$ cat src/rtl/uart_tx_fifo_if.sv
// Host/uart-facing signal bundle for the transmit byte queue.
// slave is the queue itself; master is whoever drives bytes and models the uart.
interface uart_tx_fifo_if #(parameter int AW = 4);
    logic          push;
    logic [7:0]    push_data;
    logic          flush;
    logic          full;
    logic          empty;
    logic [AW:0]   level;
    logic          overflow;
    logic [7:0]    uart_din;
    logic          uart_wr_en;
    logic          uart_wr_rdy;

    modport master (
        output push, push_data, flush, uart_wr_rdy,
        input  full, empty, level, overflow, uart_din, uart_wr_en
    );

    modport slave (
        input  push, push_data, flush, uart_wr_rdy,
        output full, empty, level, overflow, uart_din, uart_wr_en
    );
endinterface

$ cat src/rtl/uart_tx_fifo.sv
// Byte queue feeding a uart transmitter; a small FSM hands each stored byte
// to the uart exactly once over the din / wr_en / wr_rdy handshake.
module uart_tx_fifo #(
    parameter int DEPTH        = 16,
    parameter int AW           = 4,
    parameter int BUSY_TIMEOUT = 8
) (
    input  logic          clk,
    input  logic          rst_n,
    uart_tx_fifo_if.slave bus
);
    localparam int TW = $clog2(BUSY_TIMEOUT + 1);

    typedef enum logic [1:0] {IDLE, SEND, WAIT_BUSY, WAIT_DONE} state_e;

    logic [7:0]    mem_q [DEPTH];
    logic [AW:0]   wr_ptr_q, wr_ptr_d;
    logic [AW:0]   rd_ptr_q, rd_ptr_d;
    state_e        state_q;
    logic [7:0]    din_q;
    logic          wr_en_q;
    logic          ovf_q;
    logic [TW-1:0] tmo_q;

    logic full, empty, push_ok, pop_ok;

    assign full    = (wr_ptr_q[AW] != rd_ptr_q[AW]) &&
                     (wr_ptr_q[AW-1:0] == rd_ptr_q[AW-1:0]);
    assign empty   = (wr_ptr_q == rd_ptr_q);
    assign push_ok = bus.push && !full && !bus.flush;
    assign pop_ok  = (state_q == IDLE) && !empty && bus.uart_wr_rdy && !bus.flush;

    assign bus.full       = full;
    assign bus.empty      = empty;
    assign bus.level      = wr_ptr_q - rd_ptr_q;
    assign bus.overflow   = ovf_q;
    assign bus.uart_din   = din_q;
    assign bus.uart_wr_en = wr_en_q;

    always_comb begin
        wr_ptr_d = wr_ptr_q;
        rd_ptr_d = rd_ptr_q;
        if (push_ok) wr_ptr_d = wr_ptr_q + (AW+1)'(1);
        // Flush compares against the pre-edge write pointer; a same-cycle push is dropped.
        if (bus.flush)   rd_ptr_d = wr_ptr_q;
        else if (pop_ok) rd_ptr_d = rd_ptr_q + (AW+1)'(1);
    end

    always_ff @(posedge clk) begin
        if (push_ok) mem_q[wr_ptr_q[AW-1:0]] <= bus.push_data;
    end

    always_ff @(posedge clk or negedge rst_n) begin
        if (!rst_n) begin
            wr_ptr_q <= '0;
            rd_ptr_q <= '0;
        end else begin
            wr_ptr_q <= wr_ptr_d;
            rd_ptr_q <= rd_ptr_d;
        end
    end

    always_ff @(posedge clk or negedge rst_n) begin
        if (!rst_n) begin
            state_q <= IDLE;
            din_q   <= 8'h00;
            wr_en_q <= 1'b0;
            ovf_q   <= 1'b0;
            tmo_q   <= '0;
        end else begin
            ovf_q   <= bus.push && full && !bus.flush;
            wr_en_q <= 1'b0;
            if (bus.flush) begin
                state_q <= IDLE;
            end else begin
                case (state_q)
                    IDLE: if (pop_ok) begin
                        din_q   <= mem_q[rd_ptr_q[AW-1:0]];
                        wr_en_q <= 1'b1;
                        state_q <= SEND;
                    end
                    SEND: begin
                        tmo_q   <= '0;
                        state_q <= WAIT_BUSY;
                    end
                    // A uart that never drops wr_rdy still consumed the byte; give up
                    // after BUSY_TIMEOUT cycles spent here.
                    WAIT_BUSY: begin
                        if (!bus.uart_wr_rdy)                        state_q <= WAIT_DONE;
                        else if (tmo_q == TW'(BUSY_TIMEOUT - 1))     state_q <= IDLE;
                        else                                          tmo_q   <= tmo_q + TW'(1);
                    end
                    WAIT_DONE: if (bus.uart_wr_rdy) state_q <= IDLE;
                    default: state_q <= IDLE;
                endcase
            end
        end
    end
endmodule
$ cat src/flat_wrapper.sv
// flat-port wrapper written by rule: the top's interface ports become plain ports
module uart_tx_fifo_flat 
#(
    parameter int DEPTH        = 16,
    parameter int AW           = 4,
    parameter int BUSY_TIMEOUT = 8
)
  (clk, rst_n, bus_push, bus_push_data, bus_flush, bus_uart_wr_rdy, bus_full, bus_empty, bus_level, bus_overflow, bus_uart_din, bus_uart_wr_en);
  uart_tx_fifo_if #(.AW(AW)) bus_i ();
  input  logic clk;
  input  logic rst_n;
  input wire logic [$bits(bus_i.push)-1:0] bus_push;
  input wire logic [$bits(bus_i.push_data)-1:0] bus_push_data;
  input wire logic [$bits(bus_i.flush)-1:0] bus_flush;
  input wire logic [$bits(bus_i.uart_wr_rdy)-1:0] bus_uart_wr_rdy;
  output wire logic [$bits(bus_i.full)-1:0] bus_full;
  output wire logic [$bits(bus_i.empty)-1:0] bus_empty;
  output wire logic [$bits(bus_i.level)-1:0] bus_level;
  output wire logic [$bits(bus_i.overflow)-1:0] bus_overflow;
  output wire logic [$bits(bus_i.uart_din)-1:0] bus_uart_din;
  output wire logic [$bits(bus_i.uart_wr_en)-1:0] bus_uart_wr_en;
  assign bus_i.push = bus_push;
  assign bus_i.push_data = bus_push_data;
  assign bus_i.flush = bus_flush;
  assign bus_i.uart_wr_rdy = bus_uart_wr_rdy;
  assign bus_full = bus_i.full;
  assign bus_empty = bus_i.empty;
  assign bus_level = bus_i.level;
  assign bus_overflow = bus_i.overflow;
  assign bus_uart_din = bus_i.uart_din;
  assign bus_uart_wr_en = bus_i.uart_wr_en;
  uart_tx_fifo #(.DEPTH(DEPTH), .AW(AW), .BUSY_TIMEOUT(BUSY_TIMEOUT)) u_core (.clk(clk), .rst_n(rst_n), .bus(bus_i));
endmodule
$ cat config.mk
export PLATFORM = sky130hd
export DESIGN_NAME = uart_tx_fifo_flat
export DESIGN_NICKNAME = d
export VERILOG_FILES = /design/src/rtl/uart_tx_fifo_if.sv /design/src/rtl/uart_tx_fifo.sv /design/src/flat_wrapper.sv
export SDC_FILE = /design/constraint.sdc
export NUM_CORES = 1
export LEC_CHECK = 0
export BUFFER_PORTS_ARGS = -buffer_cell sky130_fd_sc_hd__buf_2
export CAP_MARGIN = 0
export CORE_AREA = 2 2 163 149
export DETAILED_ROUTE_END_ITERATION = 12
export DIE_AREA = 0 0 165 151
export PLACE_DENSITY = 0.44
export SYNTH_ARGS = -nofsm -noshare
export SYNTH_HDL_FRONTEND = slang
export SYNTH_SLANG_ARGS = --single-unit
$ cat constraint.sdc
create_clock -name clk -period 8.9 [get_ports clk]
set_input_delay 1.335 -clock clk [delete_from_list [all_inputs] [get_ports clk]]
set_output_delay 1.335 -clock clk [all_outputs]
set_load 0.02 [all_outputs]
==> results of run 1 <==
[layer usage]
metal / up-vias / routed length, µm / track usage
met2: 53 / 7210 / 0.205
li1: 1490 / - / -
met5: - / 0 / 0
met4: 0 / 218 / 0.0422
met1: 1663 / 6600 / 0.169
met3: 15 / 470 / 0.0268
[through the flow]
stage | utilization | cells | hold slack, ns
CTS | 0.321 | 712 | 0.515
global placement | 0.297 | 680 | 0.491
finish | 0.321 | 712 | 0.511
global route | 0.321 | 712 | 0.525
floorplan | - | 358 | 0.493
detailed placement | 0.297 | 680 | 0.489
[sequential cells by signal (all words and copies together) (netlist names)]
name	flops
u_core.bus.uart_din	8
u_core.tmo_q	4
u_core.bus.overflow	1
u_core.wr_ptr_q	5
u_core.mem_q	128
u_core.rd_ptr_q	5
u_core.bus.uart_wr_en	1
u_core.state_q	2
[layout make-up]
class | instances | area [µm²]
Fill cell | 2202 | 15700
Sequential cell | 154 | 4500
Multi-Input combinational cell | 179 | 1780
Clock buffer | 17 | 425
Tap cell | 302 | 378
Timing Repair Buffer | 35 | 190
Clock inverter | 15 | 131
Inverter | 10 | 37.5
[worst min-delay path by stage]
stage,to,from,slack (ns)
final,u_core.bus.uart_din[6],u_core.bus.uart_din[6],0.51
after global routing,u_core.bus.uart_din[6],u_core.bus.uart_din[6],0.53
after CTS,u_core.bus.uart_din[6],u_core.bus.uart_din[6],0.51
after detailed placement,u_core.bus.uart_din[4],u_core.bus.uart_din[4],0.49
after global placement,u_core.bus.uart_din[1],u_core.bus.uart_din[1],0.49
after floorplan,u_core.tmo_q[1],u_core.tmo_q[1],0.49
[cells by family after synthesis]
logic type,after synthesis
fa+ha+maj,11
mux,42
buf+inv,25
simple gates,73
flops,154
xor+xnor,12
compound gates,41
[power by group through the flow]
stage          Sequential [µW]  Combinational (µW)  Clock, µW
2_1_floorplan              934                 586          0
3_3_place_gp               943                 818          0
3_5_place_dp               946                 815          0
4_1_cts                    931                 820        693
5_1_grt                    944                 869        729
6_report                   930                 804        679
[synthesized netlist by cell type, types with 3 or more instances]
cell	instances	area, µm²
a21oi_1	5	25.0
a31oi_1	8	50.1
buf_2	4	20.0
clkbuf_1	4	15.0
dfrtp_1	26	651
edfxtp_1	128	3840
ha_1	10	125
inv_1	9	33.8
mux2_4	8	120
mux4_1	12	315
mux4_2	20	450
nand2_1	32	120
nand2b_1	6	37.5
nand4_1	3	18.8
nor2_1	16	60.1
nor3_1	4	20.0
o211ai_1	3	22.5
o21ai_0	9	45.0
o22ai_1	8	50.1
or2_2	3	18.8
xnor2_1	7	61.3
xor2_1	4	35.0
[worst max-delay path, delay by kind of cell, from the launching register on]
| family | cells | cell delay (ns) |
|---|---|---|
| adders and majority gates | 2 | 0.62 |
| xor gates and xnor gates | 1 | 0.14 |
| AOI/OAI and AO/OA | 2 | 0.35 |
| buffers and inverters | 3 | 0.40 |
| DFF | 1 | 0.43 |
==> flow_metrics.tcl, run 1 <==
set metrics [dict create \
    final_area_mm2 0.00743 \
    die_height_um 151 \
    vias_per_cell 4.52 \
    synth_fa_ha_area_frac 0.0226 \
    critPathSlowestCell "fa_1" \
    max_freq_mhz 269 \
    drt_iter0_drc 207 \
    sw_frac_of_total 0.357 \
    period_share 0.417 \
    reg2reg_from "u_core.rd_ptr_q[2]" \
    crit_fanout 5 \
    cts_resized 0 \
    finalClockSkew_ns 0.00984 \
    ios 30 \
    p_comb_frac 0.333 \
    antenna_found_initial 0 \
    p_int_uw 1550 \
    holdBufCountCts 0 \
    vdd_ir_drop_max_mv 0.142 \
    die-area_mm2 0.0249 \
    min_path_cells 1 \
    critPathKind "flip-flop to output port" \
    crit_path_cell_trace "inv_1 > ha_1 > inv_1 > fa_1 > a21o_1 > a21oi_1 > xor2_1 > buf_2" \
    synth_nets 382 \
    drtAntennaViolNets 0 \
    grt_max_degree 36 \
    slew_violations 0 \
    cp.arrival_ns 2.38 \
    period_needed_ns 3.71 \
    p_switching_uw 861 \
    slew_headroom 0.464 \
    grt_pass1_wl_um 22000 \
    placed_area_mm2 0.00688 \
    synthMuxAreaShare 0.141 \
    die_w_um 165 \
    gp_congestion 0.761 \
    finalHoldViolations 0 \
    port_buffers 29 \
    crit_path_frequent_cell "inv_1" \
    drive_above_1_share 0.251 \
    ys_ff_latch 154 \
    synth-xor-area-share 0.0175 \
    layout_commonest_cell "edfxtp_1" \
    setup_violations 0 \
    max_stage_delay_ns 0.46 \
    setup_ws_ns 5.19 \
    synthFlopType "edfxtp_1" \
    synth_area_mm2 0.00643 \
    total_power_uw 2410 \
    synth_compound_area_frac 0.0401 \
    diodes 0 \
    global_route.usage.total 0.126 \
    cts_sinks 154 \
    core-area_mm2 0.0231 \
    dpl.hpwl_um 9310 \
    crit_end "bus_level[4]" \
    end_kind "output port" \
    p_per_area_mw_per_mm2 325 \
    initial_core_util 0.278 \
    avgRoutedWirePerCell_um 20.4 \
    drc 0 \
    cp-start-kind "flip-flop" \
    syn_inst 358 \
    hold_class "flip-flop to flip-flop" \
    vias 3221 \
    routed_wl_um 14500 \
    reg2reg_depth 6 \
    ys_async_sr_fraction 0.169 \
    seq_area_frac_synth 0.699 \
    clockPowerShare 0.281 \
    yosys_warnings 0 \
    setup_tns_ns 0 \
    clkTransAtPathRegs_ns 0.06 \
    pre_cts_ws_ns 5.46 \
    insertion_delay_ns 0.43 \
    status "completed" \
    cts_root_buf "clkbuf_16" \
    r2r_slack_ns 5.85 \
    yosys.area_share.simple 0.0551 \
    cts_buffers 17 \
    layout_common_cells "edfxtp_1, nand2_1, buf_2" \
    synth_top_family_by_area "multiplexers" \
    syn_area_per_cell_um2 18.0 \
    ys_types 46 \
    syn_to_final_growth_pct 15.7 \
    rsz0062_at_grt "false" \
    p_leak_uw 0.00258 \
    maxCapViolations 0 \
    post_cts_buffers 0 \
    grt_overflow 0 \
    startpoint "u_core.wr_ptr_q[0]" \
    cts_buffer_depth 2 \
    htreeDepth 4 \
    cp_data_required_time_ns 7.57 \
    dr.pass1.iters 5 \
    regToRegEndpoint "u_core.mem_q[7][4]" \
    cts_tree "built" \
    seq_power_share 0.385 \
    synth_edf_count 128 \
    tightestPinTransition_ns 0.800 \
    grt_pass1_vias 3409 \
    num_rows 53 \
    nets 421 \
]
Power figures use the tool's default switching activity.
==> run 2: changes to the inputs <==
ABC_AREA = 1   (was default)
CORE_AREA = 2 2 172 157   (was 2 2 163 149)
DIE_AREA = 0 0 174 159   (was 0 0 165 151)
clock period = 3.6 ns   (was 8.9 ns; I/O delays follow)
==> flow_metrics.tcl, run 2 <==
set metrics [dict create \
    antenna_found_initial 1 \
    cp-start-kind "flip-flop" \
    diodes 0 \
    insertion_delay_ns 0.43 \
    p_per_area_mw_per_mm2 772 \
    holdBufCountCts 0 \
    slew_violations 0 \
    crit_family "simple AND/OR/NAND/NOR gates" \
    crit_fanout 10 \
    cp.arrival_ns 3.01 \
    cts_buffer_depth 2 \
    ys_ff_latch 154 \
    crit_buf_inv 2 \
    num_rows 56 \
    cts_buffers 17 \
    seq_area_frac_synth 0.630 \
    dr.pass1.iters 5 \
    ios 30 \
    setup_tns_ns 0 \
    syn_to_final_growth_pct 15.2 \
    hold_class "input port to asynchronous set/reset pin" \
    core-area_mm2 0.0258 \
    htreeDepth 4 \
    avgRoutedWirePerCell_um 15.9 \
    period_share 0.815 \
    critPathSlowestCell "nor2_1" \
    cts_sinks 154 \
    yosys_warnings 0 \
    p_leak_uw 0.00356 \
    ys_async_sr_fraction 0.169 \
    cts_resized 0 \
    reg2reg_depth 9 \
    max_freq_mhz 341 \
    drtAntennaViolNets 0 \
    synthTopCellsByArea "edfxtp_1, nand2_1, dfrtp_1" \
    initial_core_util 0.277 \
    maxCapViolations 0 \
    finalClockSkew_ns 0.0107 \
    clkTransAtPathRegs_ns 0.07 \
    end_kind "flip-flop" \
    rsz0062_at_grt "false" \
    drc 0 \
    vias 4710 \
    cp.depth 9 \
    synth_edf_count 128 \
    layout_commonest_cell "nand2_1" \
    vias_per_cell 4.17 \
    placedCellCount 1098 \
    post_cts_buffers 0 \
    dpl.hpwl_um 11800 \
    syn_area_per_cell_um2 9.67 \
    gp_congestion 0.784 \
    grt_pass1_wl_um 28000 \
    cts_tree "built" \
    drt_iter0_drc 305 \
    critPathKind "flip-flop to flip-flop" \
    die-area_mm2 0.0277 \
    largest_register_ffs 128 \
    syn_inst 738 \
    synth.most_common_cell "nand2_1" \
    slew_headroom 0.443 \
    max_stage_delay_ns 0.58 \
    synth_top_area_share 0.538 \
    finalHoldViolations 0 \
    drive_above_1_share 0.107 \
    period_needed_ns 2.93 \
    crit_path_cell_trace "clkinv_1 > ha_1 > nand2_1 > nor2_2 > nand3_1 > nand3_1 > inv_2 > nand2_1 > nor2_1" \
    final_cell_count_no_fill 1130 \
    synthFlopType "edfxtp_1" \
    synth_top_cell_by_area "edfxtp_1" \
    grt_max_degree 50 \
    tightestPinTransition_ns 0.834 \
    grt_pass1_vias 4771 \
    status "completed" \
    synth.top_cells.by_count "nand2_1, edfxtp_1, inv_1" \
    setup_violations 0 \
    cp_data_required_time_ns 3.67 \
    ys_types 34 \
    routed_wl_um 17900 \
    vdd_ir_drop_max_mv 0.310 \
    total_power_uw 6340 \
    grt_overflow 0 \
    synth_area_mm2 0.00714 \
    fillCellCount 2736 \
    layout_common_cells "nand2_1, edfxtp_1, inv_1" \
    global_route.usage.total 0.137 \
    nets 793 \
    port_buffers 29 \
    die_height_um 159 \
    cts_root_buf "clkbuf_16" \
    synth_nets 762 \
    die_w_um 174 \
]
## run 2: kinds of logic (layout without fill, tap and decap cells)
| kind of cell | count (synthesis) | in the layout | synth area share |
|---|---|---|---|
| xor+xnor | 9 | 9 | 0.0110 |
| compound gates | 26 | 26 | 0.0202 |
| fa+ha+maj | 11 | 11 | 0.0203 |
| simple gates | 384 | 384 | 0.231 |
| flops | 154 | 154 | 0.630 |
| buf+inv | 154 | 198 | 0.0882 |
## run 2: report_power, final
part	total, µW	internal [µW]	leakage (µW)	switching [µW]
combinational	2300	680	0.00180	1620
sequential	2230	2120	0.00147	112
clock	1820	1040	0.000281	778
## run 2: final timing paths
kind	start	end	slack, ns
max reg2reg	u_core.rd_ptr_q[3]	u_core.mem_q[7][2]	0.67
max	u_core.rd_ptr_q[3]	u_core.mem_q[7][2]	0.67
min	rst_n	u_core.tmo_q[3]	0.12
min reg2reg	u_core.wr_ptr_q[4]	u_core.wr_ptr_q[4]	0.56
min in group clk	bus_push	u_core.bus.overflow	0.35
max in group asynchronous	rst_n	u_core.rd_ptr_q[0]	3.03
## run 2: layout make-up
type | count | area (µm²) | area share
sequential | 154 | 4500 | 0.547
inverter | 130 | 488 | 0.0594
clock buffer | 18 | 429 | 0.0522
timing repair buffer | 36 | 198 | 0.0240
multi-input combinational | 430 | 2010 | 0.245
tap | 348 | 435 | 0.0530
clock inverter | 14 | 160 | 0.0195
## run 2: layer usage
layer  routed length [µm]  global-route usage  vias to the layer above
met3                  758              0.0318                       19
met2                 7850               0.209                       93
met4                  204              0.0374                        0
met5                    0                   0                        -
met1                 9130               0.195                     2196
li1                     -                   -                     2402
## run 2: per-stage QoR
stage	utilization	cell area [µm²]	setup WS, ns	hold WS, ns
after CTS	0.319	8220	0.636	0.137
after floorplan	-	7140	1.22	0.244
after global placement	0.296	7630	0.717	0.536
after detailed placement	0.296	7630	0.640	0.550
final	0.319	8220	0.668	0.118
after global routing	0.319	8220	0.353	0.166
==> run 3: changes to the inputs <==
clock period = 3.1 ns   (was 3.6 ns; I/O delays follow)
==> flow_metrics.tcl, run 3 (synthesis gave the netlist of run 2 again) <==
set metrics [dict create \
    status "completed" \
    drive_above_1_share 0.131 \
    cts_buffers 17 \
    fillCellCount 2717 \
    startpoint "u_core.wr_ptr_q[0]" \
    fin_hold_ws_ns 0.0583 \
    seq_power_share 0.346 \
    ios 30 \
    routed_wl_um 17600 \
    max_freq_mhz 379 \
    fin_util 0.325 \
    cts_tree "built" \
    clkTransAtPathRegs_ns 0.07 \
    p_leak_uw 0.00367 \
    cts_sinks 154 \
    initial_core_util 0.277 \
    hold_class "input port to asynchronous set/reset pin" \
    regToRegEndpoint "u_core.mem_q[0][1]" \
    post_cts_buffers 0 \
    drtAntennaViolNets 0 \
    vias 4756 \
    core-area_mm2 0.0258 \
    period_needed_ns 2.64 \
    reg2reg_from "u_core.rd_ptr_q[2]" \
    slew_violations 0 \
    diodes 0 \
    cp-start-kind "flip-flop" \
    num_rows 56 \
    r2r_slack_ns 0.51 \
    grt_pass1_vias 4651 \
    die_w_um 174 \
    dr.pass1.iters 4 \
    grt_max_degree 68 \
    antenna_found_initial 0 \
    p_switching_uw 2890 \
    vdd_ir_drop_max_mv 0.386 \
    period_share 0.851 \
    end_kind "output port" \
    p_per_area_mw_per_mm2 889 \
    drc 0 \
    syn_to_final_growth_pct 17.5 \
    die_height_um 159 \
    reg2reg_depth 10 \
    nets 812 \
    holdBufCountCts 0 \
    die-area_mm2 0.0277 \
    rsz0062_at_grt "false" \
    global_route.usage.total 0.133 \
    finalHoldViolations 0 \
    p_comb_frac 0.363 \
    grt_overflow 0 \
    maxCapViolations 0 \
    p_int_uw 4560 \
    clockPowerShare 0.292 \
    tightestPinTransition_ns 0.773 \
    avgRoutedWirePerCell_um 15.3 \
    setup_tns_ns 0 \
    cp_data_required_time_ns 2.63 \
    finalClockSkew_ns 0.0116 \
    htreeDepth 4 \
    insertion_delay_ns 0.43 \
    critPathKind "flip-flop to output port" \
    layout_common_cells "nand2_1, edfxtp_1, inv_1" \
    port_buffers 29 \
    cts_buffer_depth 2 \
    cts_resized 0 \
    crit_end "bus_level[4]" \
    drt_iter0_drc 324 \
    vias_per_cell 4.14 \
    layout_commonest_cell "nand2_1" \
    grt_pass1_wl_um 27700 \
    cts_root_buf "clkbuf_16" \
    cp.arrival_ns 2.17 \
    setup_violations 0 \
    gp_congestion 0.799 \
    sw_frac_of_total 0.388 \
    crit_fanout 5 \
    largest_register_ffs 128 \
    dpl.hpwl_um 11500 \
    slew_headroom 0.485 \
]
[run 3: through the flow]
stage / setup slack (ns) / instance area (µm²) / power [µW] / instances
2_1_floorplan: 0.725 / 7140 / 4480 / 738
3_5_place_dp: 0.501 / 7770 / 5360 / 1117
4_1_cts: 0.447 / 8390 / 7530 / 1149
6_report: 0.461 / 8390 / 7460 / 1149
3_3_place_gp: 0.572 / 7770 / 5370 / 1117
5_1_grt: 0.285 / 8390 / 7960 / 1149
[run 3: worst max-delay path: stages (launching register included)]
cell and delay (ns):
dfrtp_1 0.42, inv_1 0.17, ha_1 0.18, inv_1 0.06
fa_1 0.45, nand3_1 0.09, nand2_1 0.08, xor2_1 0.13
buf_2 0.18
[run 3: power groups by stage]
stage | logic, µW | clock network, µW | registers [µW]
after floorplan | 1800 | 0 | 2680
after global placement | 2750 | 0 | 2620
after detailed placement | 2730 | 0 | 2630
after CTS | 2740 | 2210 | 2580
after global routing | 3040 | 2310 | 2610
final | 2700 | 2170 | 2580
[run 3: worst min-delay path by stage]
stage | cells after the start | endpoint | start | slack, ns
after floorplan | 0 | u_core.bus.overflow | rst_n | 0.17
after CTS | 1 | u_core.tmo_q[2] | rst_n | 0.08
after global routing | 1 | u_core.tmo_q[2] | rst_n | 0.1
after detailed placement | 1 | u_core.wr_ptr_q[4] | u_core.wr_ptr_q[4] | 0.52
final | 1 | u_core.tmo_q[2] | rst_n | 0.06
after global placement | 1 | u_core.wr_ptr_q[4] | u_core.wr_ptr_q[4] | 0.51
[run 3: per-layer routing]
metal / up-vias / part of all wire / global-route usage
li1: 2440 / - / -
met1: 2217 / 0.50 / 0.193
met2: 90 / 0.45 / 0.202
met3: 9 / 0.041 / 0.0296
met4: 0 / 0.0069 / 0.0286
met5: - / 0 / 0
[run 3: area by class of cell]
class | instances | area [µm²] | area share
multi-input combinational | 430 | 2010 | 0.240
timing repair buffer | 55 | 340 | 0.0406
sequential | 154 | 4500 | 0.536
clock inverter | 15 | 188 | 0.0224
tap | 348 | 435 | 0.0519
inverter | 130 | 488 | 0.0582
clock buffer | 17 | 425 | 0.0507
